[src/rtl/router_pkg.sv]
// Shared router constants: packet-controller state codes and FIFO addresses.
// Used by the packet controller, synchronizer and input register block.
package router_pkg;

  localparam logic [2:0] ST_DECODE_ADDRESS     = 3'd0;
  localparam logic [2:0] ST_LOAD_FIRST_DATA    = 3'd1;
  localparam logic [2:0] ST_LOAD_DATA          = 3'd2;
  localparam logic [2:0] ST_FIFO_FULL_STATE    = 3'd3;
  localparam logic [2:0] ST_LOAD_AFTER_FULL    = 3'd4;
  localparam logic [2:0] ST_LOAD_PARITY        = 3'd5;
  localparam logic [2:0] ST_CHECK_PARITY_ERROR = 3'd6;
  localparam logic [2:0] ST_WAIT_TILL_EMPTY    = 3'd7;

  typedef enum logic [2:0] {
    DECODE_ADDRESS     = ST_DECODE_ADDRESS,
    LOAD_FIRST_DATA    = ST_LOAD_FIRST_DATA,
    LOAD_DATA          = ST_LOAD_DATA,
    FIFO_FULL_STATE    = ST_FIFO_FULL_STATE,
    LOAD_AFTER_FULL    = ST_LOAD_AFTER_FULL,
    LOAD_PARITY        = ST_LOAD_PARITY,
    CHECK_PARITY_ERROR = ST_CHECK_PARITY_ERROR,
    WAIT_TILL_EMPTY    = ST_WAIT_TILL_EMPTY
  } pkt_state_t;

  localparam logic [1:0] ADDR_FIFO0   = 2'd0;
  localparam logic [1:0] ADDR_FIFO1   = 2'd1;
  localparam logic [1:0] ADDR_FIFO2   = 2'd2;
  localparam logic [1:0] ADDR_INVALID = 2'd3;

endpackage

[src/rtl/router_pkt_ctrl.sv]
// Router input-side packet sequencer: header decode, load phases, stalls.
// Optional stall counter enabled by ROUTER_PKT_CTRL_STALL_CNT_EN.
module router_pkt_ctrl
  import router_pkg::*;
#(
  parameter int STALL_CNT_W = 16
) (
  input  logic       clk,
  input  logic       resetn,
  input  logic       pkt_valid,
  input  logic [1:0] data_in,
  input  logic       fifo_full,
  input  logic       fifo_empty_0,
  input  logic       fifo_empty_1,
  input  logic       fifo_empty_2,
  input  logic       soft_reset_0,
  input  logic       soft_reset_1,
  input  logic       soft_reset_2,
  input  logic       parity_done,
  input  logic       low_pkt_valid,
  output logic       detect_add,
  output logic       lfd_state,
  output logic       ld_state,
  output logic       laf_state,
  output logic       full_state,
  output logic       write_enb_reg,
  output logic       rst_int_reg,
  output logic       busy
`ifdef ROUTER_PKT_CTRL_STALL_CNT_EN
  ,
  output logic [STALL_CNT_W-1:0] stall_cnt
`endif
);

  pkt_state_t state_q;
  pkt_state_t state_d;
  logic [1:0] addr_q;
  logic       sel_empty;
  logic       sel_sr;
  logic       hdr_empty;

  always_ff @(posedge clk) begin
    if (!resetn) begin
      state_q <= DECODE_ADDRESS;
    end else begin
      state_q <= state_d;
    end
  end

  always_ff @(posedge clk) begin
    if (!resetn) begin
      addr_q <= ADDR_FIFO0;
    end else if (state_q == DECODE_ADDRESS && pkt_valid) begin
      addr_q <= data_in;
    end
  end

  always_comb begin
    sel_empty = 1'b0;
    sel_sr    = 1'b0;
    case (addr_q)
      ADDR_FIFO0: begin
        sel_empty = fifo_empty_0;
        sel_sr    = soft_reset_0;
      end
      ADDR_FIFO1: begin
        sel_empty = fifo_empty_1;
        sel_sr    = soft_reset_1;
      end
      ADDR_FIFO2: begin
        sel_empty = fifo_empty_2;
        sel_sr    = soft_reset_2;
      end
      default: begin
        sel_empty = 1'b0;
        sel_sr    = 1'b0;
      end
    endcase
  end

  // Header cycle decides on the incoming address, not the latched one.
  always_comb begin
    hdr_empty = 1'b0;
    case (data_in)
      ADDR_FIFO0: hdr_empty = fifo_empty_0;
      ADDR_FIFO1: hdr_empty = fifo_empty_1;
      ADDR_FIFO2: hdr_empty = fifo_empty_2;
      default:    hdr_empty = 1'b0;
    endcase
  end

  always_comb begin
    state_d = state_q;
    case (state_q)
      DECODE_ADDRESS: begin
        if (pkt_valid && data_in != ADDR_INVALID) begin
          state_d = hdr_empty ? LOAD_FIRST_DATA
                              : WAIT_TILL_EMPTY;
        end
      end
      LOAD_FIRST_DATA: state_d = LOAD_DATA;
      LOAD_DATA: begin
        if (fifo_full) begin
          state_d = FIFO_FULL_STATE;
        end else if (!pkt_valid) begin
          state_d = LOAD_PARITY;
        end
      end
      FIFO_FULL_STATE: begin
        if (!fifo_full) begin
          state_d = LOAD_AFTER_FULL;
        end
      end
      LOAD_AFTER_FULL: begin
        if (parity_done) begin
          state_d = DECODE_ADDRESS;
        end else if (low_pkt_valid) begin
          state_d = LOAD_PARITY;
        end else begin
          state_d = LOAD_DATA;
        end
      end
      LOAD_PARITY: state_d = CHECK_PARITY_ERROR;
      CHECK_PARITY_ERROR: begin
        state_d = fifo_full ? FIFO_FULL_STATE
                            : DECODE_ADDRESS;
      end
      WAIT_TILL_EMPTY: begin
        if (sel_empty) begin
          state_d = LOAD_FIRST_DATA;
        end
      end
      default: state_d = DECODE_ADDRESS;
    endcase
    // Destination timeout aborts the packet from any active state.
    if (state_q != DECODE_ADDRESS && sel_sr) begin
      state_d = DECODE_ADDRESS;
    end
  end

  always_comb begin
    detect_add    = 1'b0;
    lfd_state     = 1'b0;
    ld_state      = 1'b0;
    laf_state     = 1'b0;
    full_state    = 1'b0;
    write_enb_reg = 1'b0;
    rst_int_reg   = 1'b0;
    busy          = 1'b1;
    unique case (1'b1)
      state_q == DECODE_ADDRESS: begin
        detect_add = 1'b1;
        busy       = 1'b0;
      end
      state_q == LOAD_FIRST_DATA: lfd_state = 1'b1;
      state_q == LOAD_DATA: begin
        ld_state      = 1'b1;
        write_enb_reg = 1'b1;
        busy          = 1'b0;
      end
      state_q == FIFO_FULL_STATE: full_state = 1'b1;
      state_q == LOAD_AFTER_FULL: begin
        laf_state     = 1'b1;
        write_enb_reg = 1'b1;
      end
      state_q == LOAD_PARITY: write_enb_reg = 1'b1;
      state_q == CHECK_PARITY_ERROR: rst_int_reg = 1'b1;
      state_q == WAIT_TILL_EMPTY: busy = 1'b1;
      default: busy = 1'b1;
    endcase
  end

`ifdef ROUTER_PKT_CTRL_STALL_CNT_EN
  logic [STALL_CNT_W-1:0] cnt_q;
  logic                   stalling;

  assign stalling = (state_q == FIFO_FULL_STATE) ||
                    (state_q == WAIT_TILL_EMPTY);

  // Saturating; survives soft resets so it spans whole sessions.
  always_ff @(posedge clk) begin
    if (!resetn) begin
      cnt_q <= '0;
    end else if (stalling && cnt_q != '1) begin
      cnt_q <= cnt_q + 1'b1;
    end
  end

  assign stall_cnt = cnt_q;
`endif

endmodule

[config.mk]
export PLATFORM = sky130hd
export DESIGN_NAME = router_pkt_ctrl
export DESIGN_NICKNAME = d
export VERILOG_FILES = /design/src/rtl/router_pkg.sv /design/src/rtl/router_pkt_ctrl.sv
export SDC_FILE = /design/constraint.sdc
export NUM_CORES = 1
export LEC_CHECK = 0
export CORE_AREA = 5 5 42 44
export DETAILED_ROUTE_END_ITERATION = 12
export DIE_AREA = 0 0 47 49
export GPL_ROUTABILITY_DRIVEN = 1
export GPL_TIMING_DRIVEN = 0
export PLACE_DENSITY = 0.66
export SYNTH_ARGS = -nofsm -noshare
export SYNTH_HDL_FRONTEND = slang
export SYNTH_SLANG_ARGS = --single-unit
[constraint.sdc]
create_clock -name clk -period 1.65 [get_ports clk]
set_input_delay 0.33 -clock clk [delete_from_list [all_inputs] [get_ports clk]]
set_output_delay 0.33 -clock clk [all_outputs]
set_load 0.02 [all_outputs]
==> impl_metrics.py, run 1 <==
metrics = {
    "pwr": {
        "ir_drop_v": 0.000841,
        "power_w": 0.00117,
        "p_leak_nw": 0.298,
        "powerDensity_mw_per_mm2": 1740,
    },
    "floorplanning": {
        "ios": 22,
        "die_h_um": 49,
        "dieWidth_um": 47,
        "dieArea_sq_mm": 0.00230,
        "coreArea_sq_mm": 0.00140,
        "fp-row-count": 14,
        "start_util_pct": 30.8,
    },
    "worst_setup_path": {
        "cp_max_fo": 7,
        "cp_data_required_time_ns": 1.32,
        "arrival_ns": 1.28,
        "cp-end-kind": "output pin",
        "startpoint_type": "flop",
        "cp_slowest_cell": "or3_4",
        "crit_chain": "or3_4 -> inv_2 -> buf_2",
        "crit_type": "reg -> out",
        "cpPeakStageDelay_ns": 0.42,
    },
    "cells_and_area": {
        "drive_gt1_share_pct": 18.8,
        "area.growth.synth_to_final_pct": 55.9,
        "diodes": 0,
        "final_common_cell": "clkdlybuf4s50_1",
        "multi_input_area_sq_um": 308,
        "layout_common_cells": "12 x clkdlybuf4s50_1, 6 x nand2_1, 6 x a21oi_1",
        "seq_area_sq_um": 106,
        "fillers": 152,
        "nets": 100,
    },
    "global_routing": {
        "grt_overflow": 0,
        "grt.busiest_layer": "met2",
        "grt_use_met1_pct": 16.3,
        "grt_start_max_net_pins": 11,
        "grt_pass1_vias": 457,
        "antenna_found_initial": 0,
        "grt_pass1_wl_um": 2100,
        "use_met2_pct": 17.9,
        "gr-usage-met3_pct": 4.80,
        "grtUsageTotal_pct": 12.4,
    },
    "yosys": {
        "synth_top_area_share_pct": 23.2,
        "ys_ff_latch": 5,
        "yosysTopAreaCell": "dfxtp_1",
        "synth_xor_area_share_pct": 0,
        "synth_area_per_cell_sq_um": 7.19,
        "synthSimpleGateAreaFrac_pct": 34.8,
        "netlist_instances": 60,
        "syn_nets": 74,
        "synthTopCellsByArea": "dfxtp_1 23%, a21oi_1 7.0%, mux2i_1 7.0%",
        "muxShareOfSynthArea_pct": 6.96,
        "synth_top_family_by_area": "simple AND/OR/NAND/NOR gates",
        "synth_cell_types": 28,
        "synth_compound_area_share_pct": 29.6,
        "syn-cell-area_sq_um": 432,
        "synth_fa_ha_area_share_pct": 0,
        "seq_area_frac_synth_pct": 23.2,
        "ys_warn_count": 0,
    },
    "sta": {
        "finClkSkew_ns": 0.00618,
        "finalSetupViolCount": 0,
        "finalCritPeriodShare_pct": 97.4,
        "hold_violations": 0,
        "worstMarginPinSlew_ns": 0.263,
        "fmax_mhz": 622,
        "tns_ns": 0,
        "slew_viol_final": 0,
        "finalCriticalPeriod_ns": 1.61,
        "rsz0062_at_grt": "false",
        "slew_headroom_pct": 82.3,
    },
    "clocking": {
        "cts_tree": "done",
        "clk_latency_ns": 0.24,
        "cts_buffers": 3,
        "clock-sinks": 5,
        "clockBufferDepth": 2,
        "clock-root-buffer": "clkbuf_4",
        "ctsHtreeMaxLevel": 1,
        "postCtsSetupRepairBufs": 0,
        "cts.reportedPaths.clkPinSlew_ns": 0.04,
    },
    "route": {
        "firstDrtPassIters": 4,
        "drt_wl_total_um": 1290,
        "drcViolationCount": 0,
        "vias": 533,
        "dr.first_iter.drc_count": 13,
        "wl_per_cell_um": 12.8,
        "detail-route-antenna-nets": 0,
        "vias_per_cell": 5.28,
    },
    "place": {
        "gp_congestion": 0.764,
        "port_buffers": 21,
        "dp_hpwl_um": 1020,
    },
    "hold_path": {
        "worstHoldPathType": "in -> reg",
    },
    "outcome": {
        "status": "complete, no violations",
    },
    "run": {
        "cap_viol_max_count": 0,
    },
}
[power breakdown]
part	leakage (nW)	internal, W	total (W)	switching (W)
combinational	0.240	0.000320	0.000771	0.000451
clock	0.0150	0.0000913	0.000139	0.0000474
sequential	0.0425	0.000180	0.000259	0.0000786
[flip-flops by register name (all words and copies together) (netlist names)]
name and cells:
state_q 3, addr_q 2
[cell usage after synthesis]
| cell | instances |
|---|---|
| a21oi_1 | 6 |
| nand2_1 | 6 |
| dfxtp_1 | 5 |
| nor2_1 | 5 |
| inv_1 | 4 |
| mux2i_1 | 3 |
| o21ai_0 | 3 |
| a21boi_1 | 2 |
| and3_1 | 2 |
| nand3_1 | 2 |
| nand3b_1 | 2 |
| nor3_1 | 2 |
| o22ai_1 | 2 |
| o311a_1 | 2 |
| a221oi_1 | 1 |
| and3_2 | 1 |
| buf_2 | 1 |
| inv_2 | 1 |
| nand2b_1 | 1 |
| nand4_1 | 1 |
| nand4b_1 | 1 |
| nor2b_1 | 1 |
| o211a_1 | 1 |
| o2bb2ai_1 | 1 |
| o31ai_1 | 1 |
| or2_2 | 1 |
| or3_4 | 1 |
| or3b_1 | 1 |
[worst paths after layout]
| kind | from | endpoint | slack (ns) | depth (start not counted) |
|---|---|---|---|---|
| setup reg to reg | state_q[0] | state_q[0] | 0.28 | 4 |
| hold / removal | pkt_valid | addr_q[1] | 0.47 | 3 |
| setup / recovery | state_q[0] | detect_add | 0.04 | 3 |
| hold reg to reg | addr_q[1] | addr_q[1] | 0.51 | 2 |
[repair_timing]
item,in CTS,in global routing
hold buffers,0,0
hold endpoints to repair,0,0
resized for setup,19,11
setup endpoints to repair,8,7
[cell families after synthesis]
kind of cell,count (synthesis)
AO/OA/AOI/OAI,19
buffers and inverters,6
flip-flops,5
AND/OR/NAND/NOR,27
multiplexers,3
[worst max-delay path: cells and delay by family, from the launching register on]
kind | cells | cell delay (ns)
buf+inv | 2 | 0.27
flops | 1 | 0.34
simple gates | 1 | 0.42
[final cells by class]
cell class,instances,area share (%)
Timing Repair Buffer,21,27.7
Multi-Input combinational cell,49,45.7
Inverter,5,2.79
Sequential cell,5,15.8
Tap cell,16,2.97
Clock buffer,4,3.90
Buffer,1,1.12
[layer usage]
layer	routed length (um)	vias up	part of all wire [%]
li1	-	278	-
met1	563	246	44
met2	698	9	54
met3	31	0	2.4
met4	0	0	0
met5	0	-	0
[through the flow]
step / setup slack, ns / area [sq um] / hold WS (ns) / cells / utilization (%)
after floorplan: 0.304 / 432 / 0.473 / 60 / -
after detailed placement: -0.167 / 662 / 0.506 / 97 / 47.2
after global routing: 0.00416 / 673 / 0.486 / 101 / 48.0
final: 0.0432 / 673 / 0.472 / 101 / 48.0
after CTS: 0.00316 / 678 / 0.512 / 101 / 48.4
after global placement: -0.156 / 662 / 0.517 / 97 / 47.2
No activity file was read; power rests on OpenSTA's default activity.
==> run 2: changes to the inputs <==
Settings changed: CELL_PAD_IN_SITES_DETAIL_PLACEMENT from default to 1, CELL_PAD_IN_SITES_GLOBAL_PLACEMENT from default to 1, DONT_BUFFER_PORTS from default to 1, PLACE_DENSITY 0.66 to 0.62.
Clock period 1.65 ns to 2 ns, I/O delays scaled along.
==> run 2 against run 1 <==
Register-to-register slack better by 0.32 ns. Largest power group unchanged. Worst setup slack improved by 0.15 ns. Global-route usage down 0.34 points. Design area is 29% lower. Worst hold slack worse by 0.15 ns. Final cell count decreased by 21%. Highest routed layer unchanged.
==> impl_metrics.py, run 2 (synthesis results as in run 1) <==
metrics = {
    "clocking": {
        "clock-sinks": 5,
        "ctsHtreeMaxLevel": 1,
        "postCtsSetupRepairBufs": 0,
        "cts.reportedPaths.clkPinSlew_ns": 0.04,
        "cts_buffers": 3,
        "clockBufferDepth": 2,
        "cts_tree": "done",
        "clk_latency_ns": 0.24,
        "clock-root-buffer": "clkbuf_4",
        "cts_resized": 0,
        "ctsHoldBuffers": 0,
    },
    "route": {
        "firstDrtPassIters": 4,
        "vias": 454,
        "vias_per_cell": 5.68,
        "drt_wl_total_um": 1230,
        "dr.first_iter.drc_count": 9,
        "detail-route-antenna-nets": 0,
        "drcViolationCount": 0,
        "wl_per_cell_um": 15.4,
    },
    "cells_and_area": {
        "drive_gt1_share_pct": 12.5,
        "area.growth.synth_to_final_pct": 10.7,
        "fillers": 193,
        "top_register": "state_q",
        "layout_common_cells": "6 x nand2_1, 6 x a21oi_1, 5 x nor2_1, 5 x dfxtp_1, 4 x inv_1",
        "largest_reg_flops": 3,
        "largest_registers": "state_q x3, addr_q x2",
        "postLayoutCoreUtil_pct": 34.1,
        "diodes": 0,
        "nets": 79,
        "seq_area_sq_um": 100,
        "multi_input_area_sq_um": 308,
    },
    "sta": {
        "finalCriticalPeriod_ns": 1.81,
        "worstMarginPinSlew_ns": 0.663,
        "slew_viol_final": 0,
        "hold_violations": 0,
        "fmax_mhz": 553,
        "tns_ns": 0,
        "rsz0062_at_grt": "false",
        "finClkSkew_ns": 0.00217,
        "slew_headroom_pct": 55.3,
        "finalSetupViolCount": 0,
        "finalCritPeriodShare_pct": 90.5,
    },
    "place": {
        "port_buffers": 0,
        "gp_congestion": 0.728,
        "dp_hpwl_um": 989,
    },
    "floorplanning": {
        "start_util_pct": 30.8,
        "dieWidth_um": 47,
        "ios": 22,
        "die_h_um": 49,
        "fp-row-count": 14,
        "coreArea_sq_mm": 0.00140,
        "dieArea_sq_mm": 0.00230,
    },
    "worst_setup_path": {
        "startpoint": "state_q[2]",
        "startpoint_type": "flop",
        "reg2reg_from": "state_q[1]",
        "cp_max_fo": 8,
        "crit_type": "reg -> out",
        "arrival_ns": 1.41,
        "cp-end-kind": "output pin",
        "cp_data_required_time_ns": 1.60,
    },
    "global_routing": {
        "grt_pass1_wl_um": 2060,
        "grt_overflow": 0,
        "antenna_found_initial": 0,
        "grtUsageTotal_pct": 12.1,
        "grt_start_max_net_pins": 11,
        "grt_pass1_vias": 452,
    },
    "pwr": {
        "pwr-share-seq_pct": 24.4,
        "comb_power_share_pct": 62.1,
        "clockPowerShare_pct": 13.5,
        "p_leak_nw": 0.198,
        "p_sw_share_pct": 53.4,
        "ir_drop_v": 0.000572,
        "powerDensity_mw_per_mm2": 1740,
        "p_sw_w": 0.000444,
        "cellInternalPower_w": 0.000388,
    },
    "hold_path": {
        "worstHoldPathType": "in -> reg",
        "min-delay-start": "data_in[1]",
    },
    "outcome": {
        "status": "complete, no violations",
    },
    "run": {
        "cap_viol_max_count": 0,
    },
}
==> run 2: final timing paths <==
check,endpoint,slack (ns),cells past startpoint
max,write_enb_reg,0.19,2
min,addr_q[1],0.33,2
max reg2reg,state_q[1],0.60,4
min reg2reg,addr_q[1],0.53,2
==> run 2: metrics by stage <==
| step | cell area, sq um | power [W] | instances | setup slack (ns) | hold slack [ns] |
|---|---|---|---|---|---|
| after CTS | 478 | 0.000846 | 80 | 0.170 | 0.319 |
| after global routing | 478 | 0.000911 | 80 | 0.114 | 0.324 |
| after detailed placement | 452 | 0.000728 | 76 | 0.432 | 0.518 |
| final | 478 | 0.000832 | 80 | 0.191 | 0.326 |
| after global placement | 452 | 0.000723 | 76 | 0.443 | 0.514 |
| after floorplan | 432 | 0.000628 | 60 | 0.584 | 0.473 |
==> run 2: routing by layer <==
metal | track usage [%] | part of all wire, % | routed length (um) | vias up
met5 | 0 | 0 | 0 | -
met4 | 6.91 | 0 | 0 | 0
met3 | 1.48 | 4.6 | 57 | 0
met2 | 17.9 | 50 | 613 | 7
met1 | 16.1 | 45 | 560 | 217
li1 | - | - | - | 230
==> run 2: worst max-delay path, cell delays in order, from the launching register on <==
cell and delay, ns:
dfxtp_1 0.38, nand2b_1 0.23, o21ai_0 0.56
==> run 2: layout make-up <==
type	instances	area share, %
Buffer	1	1.05
Clock buffer	4	5.50
Inverter	5	3.93
Multi-Input combinational cell	49	64.4
Sequential cell	5	20.9
Tap cell	16	4.19
==> run 2: power groups by stage <==
| stage | clock network [W] | registers (W) | logic (W) |
|---|---|---|---|
| after floorplan | 0 | 0.000184 | 0.000444 |
| after global placement | 0 | 0.000205 | 0.000517 |
| after detailed placement | 0 | 0.000205 | 0.000523 |
| after global routing | 0.000124 | 0.000210 | 0.000576 |
| after CTS | 0.000118 | 0.000203 | 0.000525 |
| final | 0.000112 | 0.000203 | 0.000517 |
